===== src/rtl/servo_track_mapper.sv =====
// Centroid-to-servo mapper: 3-stage fixed-point coordinate mapping, per-period
// slew limiting, pan/tilt PWM generation and a lost-target return-to-home timeout.
module servo_track_mapper #(
    parameter int WIDTH           = 1280,
    parameter int HEIGHT          = 720,
    parameter int MIN_X           = 125000,
    parameter int MAX_X           = 375000,
    parameter int MIN_Y           = 155000,
    parameter int MAX_Y           = 290000,
    parameter bit INVERT_X        = 1'b1,
    parameter bit INVERT_Y        = 1'b0,
    parameter int FRAC            = 8,
    parameter int PERIOD_CYCLES   = 2000000,
    parameter int MAX_STEP_X      = 10000,
    parameter int MAX_STEP_Y      = 10000,
    parameter int TIMEOUT_PERIODS = 25
) (
    input  logic        clk_in,
    input  logic        rst_n_in,
    input  logic        valid_in,
    input  logic [10:0] x_in,
    input  logic [9:0]  y_in,
    output logic        pwm_x_out,
    output logic        pwm_y_out,
    output logic [20:0] cmd_x_out,
    output logic [20:0] cmd_y_out,
    output logic        period_start_out,
    output logic        lost_out
);
    localparam int PW = (PERIOD_CYCLES > 1) ? $clog2(PERIOD_CYCLES) : 1;
    localparam int TW = $clog2(TIMEOUT_PERIODS + 1);

    localparam logic [20:0] HOME_X = 21'((MIN_X + MAX_X) / 2);
    localparam logic [20:0] HOME_Y = 21'((MIN_Y + MAX_Y) / 2);
    localparam logic [31:0] MULT_X = 32'((longint'(MAX_X - MIN_X) << FRAC) / longint'(WIDTH - 1));
    localparam logic [31:0] MULT_Y = 32'((longint'(MAX_Y - MIN_Y) << FRAC) / longint'(HEIGHT - 1));
    localparam logic [10:0] XLIM   = 11'(WIDTH - 1);
    localparam logic [10:0] YLIM   = 11'(HEIGHT - 1);
    localparam logic signed [21:0] STEP_X = 22'(MAX_STEP_X);
    localparam logic signed [21:0] STEP_Y = 22'(MAX_STEP_Y);
    localparam logic [PW-1:0] LAST_CNT  = PW'(PERIOD_CYCLES - 1);
    localparam logic [TW-1:0] LAST_TICK = TW'(TIMEOUT_PERIODS - 1);

    typedef enum logic {TRACK, LOST} state_t;

    function automatic logic [10:0] fold(input logic [10:0] c, input logic [10:0] lim,
                                         input logic inv);
        logic [10:0] cl;
        cl = (c > lim) ? lim : c;
        return inv ? (lim - cl) : cl;
    endfunction

    function automatic logic [20:0] sat_cmd(input logic [31:0] off, input int lo, input int hi);
        logic [32:0] t;
        t = {1'b0, off} + 33'(lo);
        if (t < 33'(lo))
            return 21'(lo);
        if (t > 33'(hi))
            return 21'(hi);
        return t[20:0];
    endfunction

    function automatic logic [20:0] slew(input logic [20:0] tgt, input logic [20:0] cur,
                                         input logic signed [21:0] step);
        logic signed [21:0] diff;
        diff = $signed({1'b0, tgt}) - $signed({1'b0, cur});
        if (diff > step)
            return cur + step[20:0];
        if (diff < -step)
            return cur - step[20:0];
        return tgt;
    endfunction

    logic [10:0]   x_p0, y_p0;
    logic [31:0]   prod_x_p1, prod_y_p1;
    logic          vld_p0, vld_p1;
    logic [PW-1:0] period_cnt;
    logic [TW-1:0] timeout_cnt;
    logic [20:0]   target_x, target_y;
    state_t        state;
    logic          wrap, expire;

    assign wrap   = (period_cnt == LAST_CNT);
    assign expire = wrap && (state == TRACK) && (timeout_cnt == LAST_TICK);

    // S1: clamp + mirror, S2: fixed-point scale; data path carries no reset
    always_ff @(posedge clk_in) begin
        x_p0      <= fold(x_in, XLIM, INVERT_X);
        y_p0      <= fold({1'b0, y_in}, YLIM, INVERT_Y);
        prod_x_p1 <= 32'(x_p0) * MULT_X;
        prod_y_p1 <= 32'(y_p0) * MULT_Y;
    end

    always_ff @(posedge clk_in or negedge rst_n_in) begin
        if (!rst_n_in) begin
            period_cnt       <= '0;
            period_start_out <= 1'b0;
            pwm_x_out        <= 1'b0;
            pwm_y_out        <= 1'b0;
            vld_p0           <= 1'b0;
            vld_p1           <= 1'b0;
            timeout_cnt      <= '0;
            state            <= LOST;
            lost_out         <= 1'b1;
            target_x         <= HOME_X;
            target_y         <= HOME_Y;
            cmd_x_out        <= HOME_X;
            cmd_y_out        <= HOME_Y;
        end else begin
            vld_p0 <= valid_in;
            vld_p1 <= vld_p0;

            period_cnt <= wrap ? '0 : period_cnt + PW'(1);
            // Outputs follow period_cnt by one cycle, so the pulse begins on the
            // period_start_out cycle and spans exactly cmd cycles.
            period_start_out <= (period_cnt == '0);
            pwm_x_out        <= (32'(period_cnt) < 32'(cmd_x_out));
            pwm_y_out        <= (32'(period_cnt) < 32'(cmd_y_out));

            // Slew reads the pre-update target, so an S3 write on the wrap waits a period
            if (wrap) begin
                cmd_x_out <= slew(target_x, cmd_x_out, STEP_X);
                cmd_y_out <= slew(target_y, cmd_y_out, STEP_Y);
            end

            // S3: saturate into the pulse range; a landing valid beats timeout expiry
            if (vld_p1) begin
                target_x    <= sat_cmd(prod_x_p1 >> FRAC, MIN_X, MAX_X);
                target_y    <= sat_cmd(prod_y_p1 >> FRAC, MIN_Y, MAX_Y);
                timeout_cnt <= '0;
                state       <= TRACK;
                lost_out    <= 1'b0;
            end else if (expire) begin
                target_x    <= HOME_X;
                target_y    <= HOME_Y;
                timeout_cnt <= '0;
                state       <= LOST;
                lost_out    <= 1'b1;
            end else if (wrap && state == TRACK) begin
                timeout_cnt <= timeout_cnt + TW'(1);
            end
        end
    end
endmodule


===== config.mk =====
export PLATFORM = sky130hd
export DESIGN_NAME = servo_track_mapper
export DESIGN_NICKNAME = d
export VERILOG_FILES = /design/src/rtl/servo_track_mapper.sv
export SDC_FILE = /design/constraint.sdc
export NUM_CORES = 1
export LEC_CHECK = 0
export ABC_AREA = 1
export BUFFER_PORTS_ARGS = -buffer_cell sky130_fd_sc_hd__buf_4
export CORE_MARGIN = 8
export CORE_UTILIZATION = 35
export CTS_CLUSTER_DIAMETER = 150
export CTS_CLUSTER_SIZE = 20
export DETAILED_ROUTE_END_ITERATION = 8
export SYNTH_ARGS = -nofsm -noshare
export SYNTH_HDL_FRONTEND = slang
export SYNTH_SLANG_ARGS = --single-unit

===== constraint.sdc =====
create_clock -name clk_in -period 6.2 [get_ports clk_in]
set_input_delay 0.62 -clock clk_in [delete_from_list [all_inputs] [get_ports clk_in]]
set_output_delay 0.62 -clock clk_in [all_outputs]
set_load 0.01 [all_outputs]

==> impl_metrics.toml <==
[global_route]
grt.total_usage_pct = 15.7
grt_max_degree = 62
grt-ovfl-total = 0
grt_pass1_vias = 16100
antenna_found_initial = 1
grt_pass1_wl_um = 82000

[logic_synthesis]
synth_xor_area_share_pct = 5.46
synth.area.mux_share_pct = 0
synth_compound_gate_area_share_pct = 7.53
syn_inst = 2737
synth-async-reset-ratio_pct = 65.9
synth_area_per_cell_sq_um = 7.04
yosysSeqAreaShare_pct = 21.1
synth_enable_flop_cells = 0
yosys_most_used_dff = "dfrtp_1"
synth_top_family_by_area = "simple AND/OR/NAND/NOR gates"
synth_warnings = 0
synth.distinct_cells = 58
netlist_area_sq_um = 19300
yosys.area_share.simple_pct = 28.9
synthAdderAreaFrac_pct = 25.6
synth_nets = 3098
synth_seq_cells = 173

[cells_and_area]
nets = 3157
final_cell_mix = "695 x nand2_1, 521 x inv_1, 242 x ha_1"
antenna_cells = 0
fill_cells = 5850
final_util_pct = 38.6
drive_above_1_share_pct = 7.65
syn_to_final_growth_pct = 9.75
layout_commonest_cell = "nand2_1"

[clock_network]
path_clk_slew_ns = 0.08
post-cts-setup-buffers = 0
htreeDepth = 4
cts_tree = "built"
root_buffer = "clkbuf_16"
cts_buffer_depth = 2
clk_latency_ns = 0.46
cts_hold_buffers = 0
cts-buffers-inserted = 17
cts_sinks = 173
cts_resized = 0

[setup_path]
cp-startpoint = "x_p0[8]"
r2r_start = "x_p0[8]"
cp-end-kind = "flip-flop"
critPathMaxFanout = 5
crit_required_ns = 6.58
cp.arrival_ns = 5.33
path_class = "flip-flop to flip-flop"
startpoint_type = "flip-flop"

[power]
p_clk_share_pct = 12.1
comb_power_share_pct = 70.2
p_sw_share_pct = 52.6
powerDensity_nw_per_um2 = 467
internal-power_w = 0.00468
netSwitchingPower_w = 0.00519
seq_power_share_pct = 17.7
leakage_nw = 11.6
ir_drop_v = 0.000251

[outcome]
status = "finished, final reports clean"

[hold_path]
min_path_type = "input port to asynchronous set/reset pin"

[timing]
max-slew-margin-rel_pct = 31.7
setup-violations-final = 0
min_period_ns = 4.95
fin_tns_setup_ns = 0
rsz0062_at_grt = "false"
skew_ns = 0.0153
period_share_pct = 79.9
hold_violations = 0
final_max_slew_viol_count = 0
tightest_slew_ns = 1.02
clock.fmax_mhz = 202
postLayoutSetupSlackWorst_ns = 1.25

[die]
coreArea_sq_um = 54800
row_count = 86
start_util_pct = 35.2
die_h_um = 251
die_area_sq_um = 62800
die_x_um = 251
num_io_pins = 70

[placed_design]
gp_congestion = 0.884
dp_slack_ns = 1.22
hpwlAfterDp_um = 40400
io_buffer_count = 69

[route]
via_per_inst = 4.74
totalWireLength_um = 49200
ant_nets = 0
via_count = 16700
drc = 0
initialDrtViolationCount = 940
drtPass1Iterations = 8
wl_per_cell_um = 14.0

[flow_run]
drv_cap = 0
[registers in the layout, summed over array words and instances (netlist names)]
register / count
cmd_x_out: 21
cmd_y_out: 21
lost_out: 1
period_cnt: 21
period_start_out: 1
prod_x_p1: 19
prod_y_p1: 19
pwm_x_out: 1
pwm_y_out: 1
target_x: 20
target_y: 20
timeout_cnt: 5
vld_p0: 1
vld_p1: 1
x_p0: 11
y_p0: 10
[routing by layer]
layer | track usage, % | up-vias | wire length (um)
met5 | 0 | - | 13
met4 | 2.59 | 2 | 435
met3 | 2.78 | 36 | 2500
met2 | 25.2 | 350 | 21900
met1 | 22.0 | 7500 | 24300
li1 | - | 8780 | -
[synthesized netlist by cell type, drive strengths merged (7+ instances only)]
cell type / count / share of area (%)
inv: 535 / 10
nand4: 53 / 1.8
buf: 15 / 0.56
o21ai: 87 / 2.3
nand3b: 12 / 0.47
fa: 95 / 9.9
or2: 11 / 0.36
dfstp: 31 / 4.2
nor4: 11 / 0.44
clkbuf: 17 / 0.33
a21oi: 124 / 3.3
dfrtp: 83 / 11
nand3: 203 / 5.5
nor2: 216 / 4.5
xnor2: 18 / 0.82
a31oi: 9 / 0.29
dfxtp: 59 / 6.1
ha: 242 / 16
a211oi: 7 / 0.27
nor3: 39 / 1.1
xor2: 102 / 4.6
nand2: 723 / 15
[per-stage QoR]
stage / cells / hold slack, ns / power, W / instance area (sq um)
finish: 3513 / 0.214 / 0.00987 / 21100
CTS: 3513 / 0.252 / 0.00995 / 21100
detailed placement: 3481 / 0.341 / 0.00868 / 20500
floorplan: 2737 / 0.324 / 0.00724 / 19300
global placement: 3481 / 0.335 / 0.00867 / 20500
global route: 3513 / 0.246 / 0.0111 / 21100
[cells by family (layout without fill, tap and decap cells)]
logic type               after synthesis  in the layout
AND/OR/NAND/NOR                     1276           1276
buffers and inverters                569            641
adder cells (fa/ha/maj)              337            337
AO/OA/AOI/OAI                        262            262
flip-flops                           173            173
XOR/XNOR                             120            120
[worst max-delay path, stage by stage, from the launching register on]
cell and delay (ns):
dfxtp_1 0.37, fa_1 0.54, inv_1 0.05, fa_1 0.55, inv_1 0.09, fa_1 0.50
fa_1 0.54, inv_1 0.06, fa_1 0.52, inv_1 0.04, ha_1 0.34, nand2_1 0.12
nor2_1 0.06, nand2_1 0.06, o211ai_1 0.07, a31oi_1 0.29, o21ai_0 0.19, nand2_1 0.09
nand2_1 0.07, a21oi_1 0.16, xor2_1 0.16
[power by group through the flow]
stage,sequential (W),combinational [W],clock (W)
CTS,0.00174,0.00697,0.00123
floorplan,0.00166,0.00559,0
detailed placement,0.00177,0.00691,0
global route,0.00178,0.00807,0.00128
finish,0.00174,0.00693,0.00120
global placement,0.00176,0.00690,0
[worst paths after layout]
check / depth (start not counted) / to / slack [ns]
worst max-delay path: 20 / prod_x_p1[23] / 1.25
worst min-delay path: 1 / target_x[19] / 0.21
worst max register to register: 20 / prod_x_p1[23] / 1.25
worst min register to register: 0 / vld_p1 / 0.36
max in group asynchronous: 2 / cmd_y_out[3] / 4.74
min in group clk_in: 1 / y_p0[9] / 0.27
[final cells by class]
type                       count  area (sq um)  share of cell area, %
clock buffer                  17           425                   2.01
clock inverter                15           205                  0.970
inverter                     537          2020                   9.53
multi-input combinational   1995         13000                   61.5
sequential                   173          4070                   19.3
tap                          704           881                   4.17
timing repair buffer          72           541                   2.56
(Power assumes the default switching activity.)
